File: src/rtl/instruction_fetch_unit_pkg.sv
// Shared fetch-path definitions: word width, NOP encoding and the queued fetch-entry layout.
package instruction_fetch_unit_pkg;

    localparam int XLEN = 32;
    localparam logic [XLEN-1:0] INSTR_NOP = 32'h0000_0013;
    localparam int ENTRY_W = 2 * XLEN;

    // pc occupies the upper XLEN bits of an entry, the instruction the lower XLEN bits
    typedef struct packed {
        logic [XLEN-1:0] pc;
        logic [XLEN-1:0] instr;
    } fetch_entry_t;

    function automatic logic [XLEN-1:0] align_word(input logic [XLEN-1:0] addr);
        return {addr[XLEN-1:2], 2'b00};
    endfunction

endpackage

File: src/rtl/fetch_fifo.sv
// Small synchronous FIFO for fetch entries; flush empties it and wins over a same-cycle push.
module fetch_fifo #(
    parameter int WIDTH = 64,
    parameter int DEPTH = 2
) (
    input  logic             clk,
    input  logic             rst_n,
    input  logic             push,
    input  logic             pop,
    input  logic             flush,
    input  logic [WIDTH-1:0] din,
    output logic [WIDTH-1:0] dout,
    output logic             full,
    output logic             empty
);

    localparam int AW = $clog2(DEPTH);
    localparam int CW = AW + 1;

    logic [WIDTH-1:0] storage [DEPTH];
    logic [AW-1:0]    wr_ptr;
    logic [AW-1:0]    rd_ptr;
    logic [CW-1:0]    count;
    logic             wr_en;
    logic             rd_en;

    assign full  = (count == CW'(DEPTH));
    assign empty = (count == '0);
    assign wr_en = push & (~full | pop);
    assign rd_en = pop & ~empty;
    assign dout  = storage[rd_ptr];

    always_ff @(posedge clk or negedge rst_n) begin
        if (!rst_n) begin
            wr_ptr <= '0;
            rd_ptr <= '0;
            count  <= '0;
            for (int i = 0; i < DEPTH; i++) begin
                storage[i] <= '0;
            end
        end else if (flush) begin
            wr_ptr <= '0;
            rd_ptr <= '0;
            count  <= '0;
        end else begin
            if (wr_en) begin
                storage[wr_ptr] <= din;
                wr_ptr          <= wr_ptr + 1'b1;
            end
            if (rd_en) begin
                rd_ptr <= rd_ptr + 1'b1;
            end
            case ({wr_en, rd_en})
                2'b10:   count <= count + 1'b1;
                2'b01:   count <= count - 1'b1;
                default: count <= count;
            endcase
        end
    end

endmodule

File: src/rtl/instruction_fetch_unit.sv
// Fetch stage: owns the PC, reads the zero-latency instruction memory and queues {pc, instr} for decode.
module instruction_fetch_unit
    import instruction_fetch_unit_pkg::*;
#(
    parameter logic [31:0] RESET_PC   = 32'h0000_0000,
    parameter int          FIFO_DEPTH = 2
) (
    input  logic        clk,
    input  logic        rst_n,
    output logic [31:0] imem_addr,
    input  logic [31:0] imem_instr,
    input  logic        redirect_valid,
    input  logic [31:0] redirect_pc,
    output logic        if_valid,
    input  logic        if_ready,
    output logic [31:0] if_instr,
    output logic [31:0] if_pc,
    output logic        misaligned_err
);

    logic [XLEN-1:0] pc;
    logic            push;
    logic            pop;
    logic            full;
    logic            empty;
    fetch_entry_t    wr_entry;
    fetch_entry_t    head;

    assign imem_addr = pc;
    assign if_valid  = ~empty;
    assign pop       = if_valid & if_ready;
    // A redirect kills this cycle's fetch; otherwise fetch whenever a slot is or becomes free
    assign push      = ~redirect_valid & (~full | pop);
    assign wr_entry  = '{pc: pc, instr: imem_instr};
    assign if_instr  = head.instr;
    assign if_pc     = head.pc;

    fetch_fifo #(
        .WIDTH (ENTRY_W),
        .DEPTH (FIFO_DEPTH)
    ) u_fetch_fifo (
        .clk   (clk),
        .rst_n (rst_n),
        .push  (push),
        .pop   (pop),
        .flush (redirect_valid),
        .din   (wr_entry),
        .dout  (head),
        .full  (full),
        .empty (empty)
    );

    always_ff @(posedge clk or negedge rst_n) begin
        if (!rst_n) begin
            pc             <= RESET_PC;
            misaligned_err <= 1'b0;
        end else begin
            misaligned_err <= redirect_valid & (|redirect_pc[1:0]);
            if (redirect_valid) begin
                pc <= align_word(redirect_pc);
            end else if (push) begin
                pc <= pc + 32'd4;
            end
        end
    end

endmodule

File: config.mk
export PLATFORM = sky130hd
export DESIGN_NAME = instruction_fetch_unit
export DESIGN_NICKNAME = d
export VERILOG_FILES = /design/src/rtl/instruction_fetch_unit_pkg.sv /design/src/rtl/fetch_fifo.sv /design/src/rtl/instruction_fetch_unit.sv
export SDC_FILE = /design/constraint.sdc
export NUM_CORES = 1
export LEC_CHECK = 0
export ABC_AREA = 1
export CORE_ASPECT_RATIO = 1.4
export CORE_MARGIN = 2
export CORE_UTILIZATION = 45
export CTS_BUF_LIST = sky130_fd_sc_hd__clkbuf_16
export CTS_CLUSTER_SIZE = 20
export DETAILED_ROUTE_END_ITERATION = 8
export PLACE_DENSITY = 0.8
export SYNTH_ARGS = -nofsm -noshare
export SYNTH_HDL_FRONTEND = slang
export SYNTH_HIERARCHICAL = 1
export SYNTH_SLANG_ARGS = --single-unit
File: constraint.sdc
create_clock -name clk -period 1.9 [get_ports clk]
set_clock_uncertainty 0.1 [all_clocks]
set_input_delay 0.38 -clock clk [delete_from_list [all_inputs] [get_ports clk]]
set_output_delay 0.38 -clock clk [all_outputs]
set_load 0.05 [all_outputs]
==> results of run 1 <==
-- metal layers --
metal,vias up,global-route usage (%),part of all wire (%)
met2,297,40.3,54
met3,80,3.87,4.6
met4,0,10.2,4.4
met5,-,0,0
met1,3786,27.3,37
li1,3810,-,-
-- per-stage QoR --
stage	cell area [um^2]	hold slack, ns	utilization [%]	setup WS (ns)
4_1_cts	12600	0.345	65.9	-0.128
3_3_place_gp	11900	0.229	62.0	-0.180
3_5_place_dp	11900	0.229	62.0	-0.238
5_1_grt	13400	0.371	70.0	-0.171
6_report	13400	0.330	70.0	-0.130
2_1_floorplan	8970	-0.0156	-	-0.0784
-- flip-flops by register name, indices dropped and copies added, names as in the netlist --
register,count
u_fetch_fifo/count,2
u_fetch_fifo/wr_ptr,1
u_fetch_fifo/rd_ptr,1
misaligned_err,1
u_fetch_fifo/storage,128
imem_addr,30
-- cell type report --
cell class / count / area share, %
flip-flops and latches: 163 / 30.5
well taps: 248 / 2.32
multi-input cells: 755 / 32.4
clock buffers: 17 / 3.18
clock inverters: 15 / 0.934
repair buffers: 261 / 27.4
inverters: 111 / 3.28
-- critical path, cell delays in order (launching register included) --
cell and delay (ns):
dfrtp_2 0.48, inv_8 0.14, buf_12 0.17, nand2_1 0.10
nand2_2 0.10, buf_12 0.14
-- how the worst min path moves through the flow --
stage / to / slack (ns) / depth (start not counted)
final: u_fetch_fifo/storage[102] / 0.33 / 2
after global routing: u_fetch_fifo/storage[40] / 0.37 / 2
after CTS: imem_addr[13] / 0.34 / 2
after detailed placement: u_fetch_fifo/storage[40] / 0.23 / 1
after global placement: imem_addr[8] / 0.23 / 1
after floorplan: imem_addr[10] / -0.02 / 0
-- kinds of logic (layout without fill, tap and decap cells) --
kind of cell	after synthesis	count (layout)	synth area share [%]
buffers and inverters	162	404	10.3
AND/OR/NAND/NOR	590	590	28.2
XOR/XNOR	10	10	1.00
adder cells (fa/ha/maj)	1	1	0.143
other	1	4	0.0429
AO/OA/AOI/OAI	150	150	13.6
flip-flops	163	163	46.7
-- what timing repair did --
action | in CTS | in global routing
gates cloned | 2 | 15
gates resized for setup | 53 | 109
endpoints found under the setup margin | 64 | 116
endpoints found under the hold margin | 36 | 0
pin swaps | 0 | 8
hold buffers | 1 | 0
setup buffers | 0 | 11
-- cells in the final DEF, fill, tap and decap left out, drive strengths merged --
cell             n
conb             4
nor2            55
nor3             3
nand4            2
dlygate4sd3      1
dfrtp          163
nand2          479
clkdlybuf4s50   66
ha               1
nand3           49
clkinvlp         2
o211ai           5
clkinv          11
o21ai          138
inv            111
clkbuf          27
nand3b           1
xor2             6
bufinv           2
and2             1
o21bai           1
a21oi            3
o311ai           1
o22a             1
buf            184
xnor2            4
a31oi            1
-- where the power goes --
group          internal (mW)  switching [mW]
logic                   6.06            7.46
registers               4.94            1.25
clock network           1.89            1.37
total                   12.9            10.1
==> reports/summary.txt, run 1 <==
First-pass GRT wire length - 37.3 mm
Unrepaired setup endpoints after global routing - yes
Critical Path Start - u_fetch_fifo/rd_ptr
Yosys warns - 6
Via count - 7,973
Top-area cell type share of the netlist area - 46.7%
Layout Nets - 1,378
Io pins - 166
Initial core utilization - 45.6%
Non-filler cells, final - 1,570
Fmax - 493 MHz
Sequential share of the synthesized area - 46.7%
Ant diodes - 0
Worst Hold Class - input port to async pin
Final setup viols - 65
Vias in the first global route - 7,705
Fin. Hold Viols - 0
Placed cell count - 1,509
Fillers - 1,402
Post-Syn Area - 8740 um^2
Detailed router's first-iteration violation count - 623
Ys flop type - dfrtp_1
Synth top area cells - dfrtp_1, nand2_1, o21ai_2
Max cap viols - 0
Post-DP HPWL - 16.0 mm
Violated checks - setup timing
Required time of the critical path - 1.42 ns
Register bit total from synthesis - 163
Avg Vias per Cell - 5.08
Max IR drop VDD - 0.796 mV
Reg2reg setup slack - -0.01 ns
Pin count of the biggest net entering global routing - 53
Residual DRC - 0
CTS max path bufs - 2
Clk sinks - 163
Setup tns final - -5.76 ns
Fraction of registers with async set/reset - 100%
Syn Inst Count - 1,077
Most frequent cell after synthesis - nand2_1
Final GP Congestion - 0.938
Number of nets with antenna violations after routing - 0
Synth cell count leaders - nand2_1, dfrtp_1, o21ai_2
Core footprint - 19,100 um^2
Root buffer cell - clkbuf_16
Critical Path End - if_instr[20]
IO Port Bufs - 163
Min setup slack post-route - -0.130 ns
Worst Setup Start Kind - flip-flop
CP arrival - 1.55 ns
Avg Cell Area, Syn - 8.11 um^2
Distinct cells, synth - 37
Drt pass-1 iters - 5
Initial antenna violation count - 0
Pwr Total - 23.0 mW
RR Endpoint - u_fetch_fifo/storage[81]
CTS tree - built
CP Capture Type - primary output
Register-to-Register Path Depth - 15
Layout cells sized above 1 - 41.9%
Outcome - finished, violations left
P per Cell Area - 1720 nW/um^2
Leakage - 6.43 nW
H-Tree Depth - 4
Yosys top cell by area - dfrtp_1
Max Slew Vio Count - 0
# rows - 60
Worst-path clk slew - 0.06 ns
Area grow syn2layout - 53.3%
Clock Latency Late Sink - 0.43 ns
Final period util - 107%
Reg-to-reg startpoint - u_fetch_fifo/count[1]
CP max FO - 15
Full die area - 20,600 um^2
Register Area - 4080 um^2
Number of synthesized flops with an enable pin - 0
Total gr overflow - 0
DR WL/cell - 16.3 um
Crit path kind - flip-flop to primary output
GR Util All Layers - 23.0%
Die H - 169 um
WL final - 25.6 mm
Num CTS Buffers - 17
Area occupied by multi-input gates - 4340 um^2
Fin crit period - 2.03 ns
Die width - 122 um
(Power assumes the default switching activity.)
==> run 2: changes to the inputs <==
--- a/config.mk
+++ b/config.mk
@@ -6,6 +6,7 @@
 export NUM_CORES = 1
 export LEC_CHECK = 0
 export ABC_AREA = 1
+export CAP_MARGIN = 20
 export CORE_ASPECT_RATIO = 1.4
 export CORE_MARGIN = 2
 export CORE_UTILIZATION = 45
==> results of run 2 <==
The final DEF is identical to that of run 1; final timing and power are the same.
